[src/rtl/celera_softstart_dacseq.sv]
// Soft-start ramp sequencer for the 6-bit R2R DAC: wakes the DAC, steps the code
// one LSB per settle handshake toward the target, and ramps back to zero on disable.
`timescale 1ns/1ps
module celera_softstart_dacseq #(
    parameter int unsigned TIMEOUT_W = 5,
    parameter int unsigned TIMEOUT   = 24
) (
    input  logic       clk,
    input  logic       rst_n,
    input  logic       en,
    input  logic [5:0] target,
    input  logic [7:0] step_div,
    input  logic       ok_dac,
    output logic [5:0] dac_code,
    output logic       strobe_dac,
    output logic       global_dac,
    output logic       ramp_busy,
    output logic       ramp_done,
    output logic       fault
);

    typedef enum logic [2:0] {
        S_IDLE,
        S_WAKE,
        S_HOLD,
        S_STEP,
        S_SETTLE,
        S_DONE,
        S_FAULT
    } state_t;

    localparam logic [TIMEOUT_W-1:0] TMO_LAST = TIMEOUT_W'(TIMEOUT - 1);
    localparam logic [TIMEOUT_W-1:0] BLANK    = TIMEOUT_W'(2);

    state_t               state_q, state_d;
    logic                 ok_s1_q, ok_s2_q;
    logic [TIMEOUT_W-1:0] tmo_q, tmo_d;
    logic [7:0]           dwell_q, dwell_d;
    logic [5:0]           code_q, code_d;
    logic                 strobe_q, strobe_d;
    logic                 gdac_q, gdac_d;
    logic                 busy_q, busy_d;
    logic                 done_q, done_d;
    logic                 fault_q, fault_d;

    logic [5:0] tgt_e;
    logic [7:0] div_e;
    logic       dwell_exp;
    logic       tmo_exp;
    logic       blank_done;

    assign tgt_e      = en ? target : '0;
    assign div_e      = (step_div == '0) ? 8'd1 : step_div;
    assign dwell_exp  = (dwell_q >= (div_e - 8'd1));
    assign tmo_exp    = (tmo_q == TMO_LAST);
    // The timeout counter doubles as the SETTLE blanking timer.
    assign blank_done = (tmo_q >= BLANK);

    always_comb begin
        state_d = state_q;
        code_d  = code_q;
        dwell_d = dwell_q;
        tmo_d   = '0;
        case (state_q)
            S_IDLE: begin
                if (en) state_d = S_WAKE;
            end
            S_WAKE: begin
                tmo_d = tmo_q + TIMEOUT_W'(1);
                if (!en) begin
                    state_d = S_IDLE;
                end else if (ok_s2_q) begin
                    state_d = S_HOLD;
                    dwell_d = '1;
                end else if (tmo_exp) begin
                    state_d = S_FAULT;
                end
            end
            S_HOLD: begin
                dwell_d = dwell_q + 8'd1;
                if (dwell_exp) begin
                    if (code_q == tgt_e) begin
                        state_d = en ? S_DONE : S_IDLE;
                    end else begin
                        state_d = S_STEP;
                        code_d  = (tgt_e > code_q) ? code_q + 6'd1 : code_q - 6'd1;
                    end
                end
            end
            S_STEP: begin
                state_d = S_SETTLE;
            end
            S_SETTLE: begin
                tmo_d = tmo_q + TIMEOUT_W'(1);
                if (blank_done && ok_s2_q) begin
                    state_d = S_HOLD;
                    dwell_d = '0;
                end else if (tmo_exp) begin
                    state_d = S_FAULT;
                end
            end
            S_DONE: begin
                if (!en || (tgt_e != code_q)) begin
                    state_d = S_HOLD;
                    dwell_d = '1;
                end
            end
            S_FAULT: begin
                if (!en) begin
                    state_d = S_IDLE;
                    code_d  = '0;
                end
            end
            default: begin
                state_d = S_IDLE;
                code_d  = '0;
            end
        endcase

        strobe_d = (state_d == S_STEP);
        gdac_d   = (state_d != S_IDLE);
        busy_d   = (state_d == S_WAKE) || (state_d == S_STEP) ||
                   (state_d == S_SETTLE) || (state_d == S_HOLD);
        done_d   = (state_d == S_DONE);
        fault_d  = (state_d == S_FAULT);
    end

    always_ff @(posedge clk or negedge rst_n) begin
        if (!rst_n) begin
            state_q  <= S_IDLE;
            ok_s1_q  <= 1'b0;
            ok_s2_q  <= 1'b0;
            tmo_q    <= '0;
            dwell_q  <= '0;
            code_q   <= '0;
            strobe_q <= 1'b0;
            gdac_q   <= 1'b0;
            busy_q   <= 1'b0;
            done_q   <= 1'b0;
            fault_q  <= 1'b0;
        end else begin
            state_q  <= state_d;
            ok_s1_q  <= ok_dac;
            ok_s2_q  <= ok_s1_q;
            tmo_q    <= tmo_d;
            dwell_q  <= dwell_d;
            code_q   <= code_d;
            strobe_q <= strobe_d;
            gdac_q   <= gdac_d;
            busy_q   <= busy_d;
            done_q   <= done_d;
            fault_q  <= fault_d;
        end
    end

    assign dac_code   = code_q;
    assign strobe_dac = strobe_q;
    assign global_dac = gdac_q;
    assign ramp_busy  = busy_q;
    assign ramp_done  = done_q;
    assign fault      = fault_q;

endmodule

[config.mk]
export PLATFORM = sky130hd
export DESIGN_NAME = celera_softstart_dacseq
export DESIGN_NICKNAME = d
export VERILOG_FILES = /design/src/rtl/celera_softstart_dacseq.sv
export SDC_FILE = /design/constraint.sdc
export NUM_CORES = 1
export LEC_CHECK = 0
export CORE_UTILIZATION = 52
export CTS_BUF_LIST = sky130_fd_sc_hd__clkbuf_2
export DETAILED_ROUTE_END_ITERATION = 7
export DONT_BUFFER_PORTS = 1
export PLACE_DENSITY = 0.71
export SYNTH_ARGS = -nofsm -noshare
export SYNTH_HDL_FRONTEND = slang
export SYNTH_SLANG_ARGS = --single-unit
[constraint.sdc]
create_clock -name clk -period 4.55 [get_ports clk]
set_input_delay 0.91 -clock clk [delete_from_list [all_inputs] [get_ports clk]]
set_output_delay 0.91 -clock clk [all_outputs]
set_load 0.03 [all_outputs]
==> results of run 1 <==
## worst paths after layout
path / start / endpoint / slack [ns] / cells after the start
min: rst_n / dac_code[4] / 0.19 / 0
min in group clk: ok_s1_q / ok_s2_q / 0.37 / 0
max: dac_code[4] / dac_code[5] / 1.18 / 13
min reg2reg: ok_s1_q / ok_s2_q / 0.37 / 0
max in group asynchronous: rst_n / fault / 4.24 / 0
max reg2reg: dac_code[4] / dac_code[5] / 1.18 / 13
## per-layer routing
metal | share of wire [%] | routed length, microns | vias to the layer above | track usage, %
li1 | - | - | 825 | -
met1 | 48 | 1970 | 798 | 28.9
met2 | 46 | 1900 | 45 | 37.4
met3 | 5.0 | 208 | 5 | 6.38
met4 | 1.3 | 52 | 0 | 7.71
met5 | 0 | 0 | - | 0
## per-stage QoR
step,area [sq um],setup WS (ns)
5_1_grt,2200,0.998
2_1_floorplan,2130,0.813
3_3_place_gp,2160,0.912
6_report,2200,1.18
4_1_cts,2200,1.17
3_5_place_dp,2160,0.832
## layout make-up
type,count,area (sq um),share of cell area (%)
clock buffer,5,25.0,1.14
clock inverter,3,12.5,0.568
inverter,20,75.1,3.41
multi-input combinational,176,1300,58.9
sequential,29,726,33.0
tap,48,60.1,2.73
timing repair buffer,1,7.51,0.341
## flip-flops by register name (all words and copies together) (netlist names), 3 cells and up
register and flops:
dac_code 6, dwell_q 8, state_q 3, tmo_q 5
## kinds of logic (layout without fill, tap and decap cells)
group | after synthesis | count (layout)
AND/OR/NAND/NOR | 73 | 73
AO/OA/AOI/OAI | 63 | 63
flip-flops | 29 | 29
buffers and inverters | 27 | 29
adder cells (fa/ha/maj) | 23 | 23
XOR/XNOR | 13 | 13
multiplexers | 4 | 4
## cell usage in the layout, fill, tap and decap left out, types with 3 or more instances in the layout
| master | n |
|---|---|
| a21o_1 | 3 |
| a21oi_1 | 18 |
| and2_1 | 6 |
| clkbuf_2 | 5 |
| dfrtp_1 | 29 |
| ha_1 | 22 |
| inv_1 | 20 |
| mux2i_1 | 3 |
| nand2_1 | 22 |
| nand2b_1 | 3 |
| nand3_1 | 6 |
| nor2_1 | 11 |
| nor2_2 | 3 |
| nor2b_1 | 4 |
| nor4_1 | 4 |
| o211ai_1 | 3 |
| o21ai_0 | 12 |
| o21ai_1 | 3 |
| xnor2_1 | 8 |
| xor2_1 | 5 |
## power by group through the flow
stage	registers (mW)	logic (mW)	clock network, mW
after global placement	0.558	0.806	0
after CTS	0.553	0.832	0.133
final	0.553	0.825	0.128
after floorplan	0.502	0.720	0
after global routing	0.577	0.937	0.147
after detailed placement	0.558	0.827	0
## critical path: stages, from the launching register on
cell	delay (ns)
dfrtp_1	0.58
inv_1	0.11
ha_1	0.34
nand4_2	0.16
o21bai_1	0.21
a31oi_2	0.27
inv_1	0.14
ha_1	0.31
a211oi_1	0.32
o21bai_1	0.12
a21oi_1	0.18
xnor2_1	0.10
and3_1	0.19
a211o_1	0.26
==> results_dict.tcl, run 1 <==
set metrics [dict create \
    rsz0062_at_grt "false" \
    power_density_nw_per_um2 684 \
    first_iter_violations 74 \
    clkPwrFrac_pct 8.5 \
    finClkSkew_ns 0.0277 \
    antenna_cells 0 \
    grt-ovfl-total 0 \
    place_inst 274 \
    drcViolationCount 0 \
    synth_edf_count 0 \
    finalNetCount 274 \
    cts_hold_buf 0 \
    irDropWorstVdd_mv 0.355 \
    crit_type "reg -> reg" \
    vias 1673 \
    synth_fa_ha_area_share_pct 13.9 \
    via_per_inst 5.93 \
    die_w_microns 66.0 \
    cts_tree "built" \
    clock_latency_ns 0.38 \
    postSynthAreaPerCell_sq_um 9.17 \
    grt_pass1_wl_mm 7.42 \
    internal-power_mw 0.745 \
    async_flop_share_pct 100 \
    final.period_utilization_pct 74.0 \
    post_cts_resized 0 \
    totalPowerFinal_mw 1.51 \
    max_slew_margin_pct 39.3 \
    post-synth-top-area-cell "dfrtp_1" \
    synthDominantCellAreaShare_pct 34.1 \
    sequentialPowerShare_pct 36.7 \
    detailed_place_hpwl_mm 3.09 \
    syn_nets 273 \
    initial_core_util_pct 56.0 \
    hold_path.class "in -> async" \
    final-max-slew-violation-count 0 \
    switching_share_pct 50.5 \
    fin_util_pct 58.0 \
    max_freq_ghz 0.297 \
    hold_viol_final 0 \
    synth_warnings 0 \
    clk_pin_slew_ns 0.17 \
    gp_congestion 0.887 \
    htreeDepth 2 \
    ys_seq_area_share_pct 34.1 \
    status "finished, final reports clean" \
    ant_nets 0 \
    critPathLaunchType "flip-flop" \
    cp_max_fo 5 \
    required_ns 4.84 \
    port_buffers 0 \
    fin_crit_ns 3.37 \
    setup_violations 0 \
    synth.area.top_cells "dfrtp_1 34%, ha_1 13%, a21oi_1 4.2%" \
    switchingPower_mw 0.760 \
    combPwrFrac_pct 54.8 \
    nFillCells 337 \
    antenna_found_initial 0 \
    yosys_register_bits 29 \
    cts.sinks 29 \
    cts.path.max_buffers 2 \
    muxShareOfSynthArea_pct 1.94 \
    area_growth_pct 3.47 \
    drt-pass1-iter-count 4 \
    synth_common_cells "29 x dfrtp_1, 22 x ha_1, 22 x nand2_1" \
    fin_tns_setup_ns 0 \
    core_area_sq_um 3800 \
    synth.cell_area_sq_um 2130 \
    synth-simple-area-share_pct 18.2 \
    wl_mm 4.13 \
    drv_cap 0 \
    wl_per_cell_microns 14.7 \
    cp.arrival_ns 3.66 \
    critPathCaptureType "flip-flop" \
    synth_most_common_cell "dfrtp_1" \
    synth_top_family_by_area "compound AO/OA/AOI/OAI gates" \
    cts_buffers 5 \
    die-height_microns 66.0 \
    final_cells 282 \
    dominantRegCellSynth "dfrtp_1" \
    root_buffer "clkbuf_2" \
    num_io_pins 29 \
    holdWs_ns 0.193 \
    grtUsageTotal_pct 22.9 \
    power.leakage_nw 1.00 \
    synth_xor_xnor_area_share_pct 5.35 \
    post-cts-setup-buffers 0 \
    syn-instance-count 232 \
    grt_max_degree 30 \
    die_area_sq_um 4350 \
    grt_pass1_vias 1665 \
    rows 22 \
    drive_gt1_share_pct 8.12 \
    synth_cell_types 52 \
    synth_compound_area_share_pct 21.5 \
    worstMarginPinSlew_ns 0.910 \
]
Note: power is estimated with default switching activity, not from simulation.
==> run 2: changes to the inputs <==
Settings changed: PLACE_DENSITY 0.71 to 0.74.
Clock period 4.55 ns to 3 ns, I/O delays scaled along.
==> run 2 against run 1 <==
First-iteration DRC count rose by 11%. Clock skew fell by 0.017 ns. Final cell count rose by 5.7%. Non-clock buffer count rose by 16. Clock power rose by 55%. Count of clock-buffer cells in the layout rose by 1. Total power rose by 69%. Design area rose by 12%. Global-route usage fell by 0.86 points. Register-to-register slack got worse by 0.85 ns. Combinational power rose by 92%. Setup slack got worse by 0.88 ns. Critical endpoint is now dac_code[0]. Largest cell class unchanged.
==> results_dict.tcl, run 2 (synthesis results as in run 1) <==
set metrics [dict create \
    status "finished, final reports clean" \
    max_slew_margin_pct 62.3 \
    drv_cap 0 \
    required_ns 3.27 \
    cts.path.max_buffers 2 \
    final.period_utilization_pct 89.9 \
    initial_core_util_pct 56.0 \
    finalNetCount 290 \
    cts_buffers 5 \
    max_freq_ghz 0.371 \
    critPathLaunchType "input pin" \
    num_io_pins 29 \
    rows 22 \
    via_per_inst 5.72 \
    htreeDepth 2 \
    crit_family "simple AND/OR/NAND/NOR gates" \
    port_buffers 0 \
    vias 1706 \
    path_cells "nor4_4 -> a31oi_2 -> ha_1 -> nand2b_1 -> nor4_1 -> xnor2_1 -> ha_1 -> nand2_1 -> nor2_2 -> a31oi_4 -> nor3_2 -> o221ai_4 -> mux2_1" \
    final_cell_mix "29 x dfrtp_1, 22 x nand2_1, 19 x inv_1" \
    cts_tree "built" \
    die_w_microns 66.0 \
    crit_path_max_incr_delay_ns 0.32 \
    fin_ws_ns 0.303 \
    finClkSkew_ns 0.0109 \
    cts.sinks 29 \
    cp.arrival_ns 2.96 \
    area_growth_pct 15.8 \
    gp_congestion 0.810 \
    critPathBufInv 0 \
    power.leakage_nw 1.10 \
    grt_pass1_wl_mm 7.09 \
    grt_max_degree 30 \
    detailed_place_hpwl_mm 3.24 \
    final-max-slew-violation-count 0 \
    core_area_sq_um 3800 \
    wl_per_cell_microns 14.0 \
    ant_nets 0 \
    antenna_found_initial 0 \
    drcViolationCount 0 \
    post-place-ws_ns -0.0924 \
    crit_type "in -> reg" \
    root_buffer "clkbuf_2" \
    cp_max_fo 5 \
    hold_viol_final 0 \
    worstMarginPinSlew_ns 0.563 \
    first_iter_violations 82 \
    largest_register_ffs 8 \
    irDropWorstVdd_mv 0.492 \
    cp_slowest_cell "mux2_1" \
    power_density_nw_per_um2 1030 \
    clock_latency_ns 0.37 \
    grt_pass1_vias 1607 \
    drive_gt1_share_pct 21.2 \
    mostFrequentLayoutCell "dfrtp_1" \
    wl_mm 4.16 \
    top_register "dwell_q" \
    fin_tns_setup_ns 0 \
    fin_crit_ns 2.70 \
    crit_top_cell "ha_1" \
    antenna_cells 0 \
    grtUsageTotal_pct 22.0 \
    die_area_sq_um 4350 \
    critPathCaptureType "flip-flop" \
    drt-pass1-iter-count 4 \
    setup_violations 0 \
    clk_pin_slew_ns 0.16 \
    die-height_microns 66.0 \
    rsz0062_at_grt "false" \
    hold_path.class "in -> async" \
    grt-ovfl-total 0 \
]
==> run 2: area by class of cell <==
class                           count  area [sq um]
Clock inverter                      2          10.0
Inverter                           20          75.1
Sequential cell                    29           726
Fill cell                         319          1340
Timing Repair Buffer               17           140
Tap cell                           48          60.1
Clock buffer                        6          30.0
Multi-Input combinational cell    176          1420
==> run 2: final timing paths <==
check,from,endpoint,slack (ns),cells after the start
hold reg to reg,ok_s1_q,ok_s2_q,0.37,0
setup reg to reg,dac_code[3],dac_code[5],0.33,13
setup / recovery,step_div[3],dac_code[0],0.30,13
max in group asynchronous,rst_n,ok_s2_q,2.80,1
hold / removal,rst_n,dac_code[5],0.03,1
min in group clk,ok_dac,ok_s1_q,0.25,0
==> run 2: report_power, final <==
part           switching [mW]  total [mW]  internal [mW]
logic                   0.861        1.58          0.722
clock network           0.140       0.199         0.0585
registers               0.224       0.761          0.537
==> run 2: stage by stage <==
| stage | hold slack (ns) | utilization [%] | area [sq um] | power, mW | instances |
|---|---|---|---|---|---|
| after global placement | 0.305 | 63.3 | 2400 | 2.30 | 289 |
| final | 0.0264 | 64.9 | 2460 | 2.54 | 298 |
| after detailed placement | 0.305 | 63.3 | 2400 | 2.34 | 289 |
| after global routing | 0.00356 | 64.9 | 2460 | 2.79 | 298 |
| after floorplan | 0.304 | - | 2280 | 1.96 | 232 |
| after CTS | 0.0236 | 64.9 | 2460 | 2.56 | 298 |
==> run 2: routing by layer <==
layer / up-vias / track usage, % / share of wire [%]
met1: 800 / 29.5 / 50
li1: 861 / - / -
met4: 0 / 8.78 / 1.2
met2: 39 / 34.7 / 45
met5: - / 0 / 0
met3: 6 / 4.31 / 4.3
==> run 2: timing repair <==
item | CTS | global route
endpoints found under the setup margin | 0 | 0
endpoints found under the hold margin | 29 | 0
buffers inserted | 0 | 0
gates resized for setup | 0 | 0
hold buffers | 1 | 0
==> run 3: changes to the inputs <==
Settings changed: PLACE_DENSITY 0.74 to 0.7.
==> run 3 against run 2 <==
Core utilization is 0.86 points higher. Via count rose by 4.4%. Sequential power is 0.5% lower. Critical path depth unchanged. Sequential share of layout area down 0.38 points. Final cell count grew 0.67%. Die area is the same. Clock power is essentially flat. Design area is 1.3% higher. Total power increased by 1.8%. Clock skew grew 0.0091 ns. Combinational power grew 3%.
==> results_dict.tcl, run 3 (synthesis results as in run 1) <==
set metrics [dict create \
    path_cells "inv_1 -> ha_4 -> nand4_4 -> o21bai_1 -> a31oi_2 -> inv_2 -> ha_1 -> o21ai_1 -> o21bai_1 -> a21oi_1 -> xnor2_1 -> nor4_1 -> a211o_1" \
    cts_buffers 5 \
    final-max-slew-violation-count 0 \
    initial_core_util_pct 56.0 \
    vias 1781 \
    die_area_sq_um 4350 \
    setup_violations 0 \
    cp.arrival_ns 3.00 \
    max_freq_ghz 0.368 \
    post-cts-setup-buffers 0 \
    rows 22 \
    grt_pass1_wl_mm 7.87 \
    cp_slowest_cell "dfrtp_1" \
    antenna_cells 0 \
    wl_mm 4.49 \
    drv_cap 0 \
    internal-power_mw 1.33 \
    first_iter_violations 96 \
    root_buffer "clkbuf_2" \
    drive_gt1_share_pct 21.4 \
    max_slew_margin_pct 69.4 \
    finalNetCount 292 \
    crit_type "reg -> reg" \
    power.leakage_nw 1.11 \
    detailed_place_hpwl_mm 3.48 \
    clk_pin_slew_ns 0.17 \
    clkPwrFrac_pct 7.7 \
    power_density_nw_per_um2 1040 \
    num_io_pins 29 \
    final.period_utilization_pct 90.7 \
    drcViolationCount 0 \
    rsz0062_at_grt "false" \
    sequentialPowerShare_pct 29.3 \
    post_cts_resized 0 \
    place_inst 290 \
    crit_path_max_incr_delay_ns 0.38 \
    area_growth_pct 17.3 \
    hold_path.class "in -> reg" \
    antenna_found_initial 0 \
    port_buffers 0 \
    drt-pass1-iter-count 5 \
    core_area_sq_um 3800 \
    critPathLaunchType "flip-flop" \
    finClkSkew_ns 0.0200 \
    die-height_microns 66.0 \
    hold_viol_final 0 \
    crit_top_cell "o21bai_1" \
    switchingPower_mw 1.26 \
    gp_congestion 0.852 \
    status "finished, final reports clean" \
    fin_util_pct 65.7 \
    largest_register_ffs 8 \
    cts_tree "built" \
    wl_per_cell_microns 15.0 \
    grtUsageTotal_pct 23.7 \
    worstMarginPinSlew_ns 0.458 \
    grt_max_degree 30 \
    combPwrFrac_pct 63.1 \
    clock_latency_ns 0.37 \
    cp_max_fo 4 \
    fin_crit_ns 2.72 \
    final_cells 300 \
    top_register "dwell_q" \
    cts.sinks 29 \
    ant_nets 0 \
    critPathCaptureType "flip-flop" \
    critPathBufInv 2 \
    irDropWorstVdd_mv 0.640 \
    cts.path.max_buffers 2 \
    die_w_microns 66.0 \
    grt_pass1_vias 1847 \
    switching_share_pct 48.5 \
    grt-ovfl-total 0 \
    final_cell_mix "29 x dfrtp_1, 22 x nand2_1, 19 x inv_1" \
    via_per_inst 5.94 \
    mostFrequentLayoutCell "dfrtp_1" \
    required_ns 3.28 \
    htreeDepth 2 \
    crit_family "compound AO/OA/AOI/OAI gates" \
]
-- run 3: what timing repair did --
action	in CTS	in global routing
hold endpoints to repair	29	7
hold buffers	1	1
endpoints found under the setup margin	0	0
-- run 3: path summary, 6_finish.rpt --
kind,start,to,slack (ns),cells past startpoint
max,dac_code[2],dac_code[5],0.28,13
min,ok_dac,ok_s1_q,0.25,0
max reg2reg,dac_code[2],dac_code[5],0.28,13
min reg2reg,ok_s1_q,ok_s2_q,0.37,0
max in group asynchronous,rst_n,state_q[1],2.18,2
min in group asynchronous,rst_n,strobe_dac,0.63,2
-- run 3: area by class of cell --
class                      count  area, sq um
fill                         316         1300
tap                           48         60.1
inverter                      20         75.1
timing repair buffer          19          170
multi-input combinational    176         1420
sequential                    29          726
clock buffer                   5         25.0
clock inverter                 3         17.5
-- run 3: power groups by stage --
stage | clock network, mW | registers, mW | logic, mW
6_report | 0.199 | 0.757 | 1.63
2_1_floorplan | 0 | 0.766 | 1.19
5_1_grt | 0.221 | 0.779 | 1.83
3_5_place_dp | 0 | 0.765 | 1.62
4_1_cts | 0.202 | 0.756 | 1.64
3_3_place_gp | 0 | 0.759 | 1.54
-- run 3: metrics by stage --
step / instance area, sq um / hold slack [ns] / worst slack [ns] / total power [mW] / TNS [ns]
2_1_floorplan: 2280 / 0.304 / -0.0272 / 1.96 / -0.0272
3_3_place_gp: 2420 / 0.305 / -0.0145 / 2.30 / -0.0231
3_5_place_dp: 2420 / 0.305 / -0.100 / 2.38 / -0.415
4_1_cts: 2490 / 0.0165 / 0.288 / 2.59 / 0
5_1_grt: 2500 / 0.207 / 0.0995 / 2.83 / 0
6_report: 2500 / 0.253 / 0.279 / 2.59 / 0
-- run 3: per-layer routing --
layer,vias to the layer above,GRT usage (%),part of all wire (%)
li1,856,-,-
met1,845,28.7,44
met4,0,8.24,1.7
met3,15,6.21,5.7
met2,65,40.4,48
met5,-,0,0
-- run 3: worst reg2reg max path: stages, from the launching register on --
cell and delay (ns):
dfrtp_1 0.38, inv_1 0.10, ha_4 0.29, nand4_4 0.11
o21bai_1 0.18, a31oi_2 0.19, inv_2 0.12, ha_1 0.34
o21ai_1 0.10, o21bai_1 0.16, a21oi_1 0.10, xnor2_1 0.23
nor4_1 0.07, a211o_1 0.27
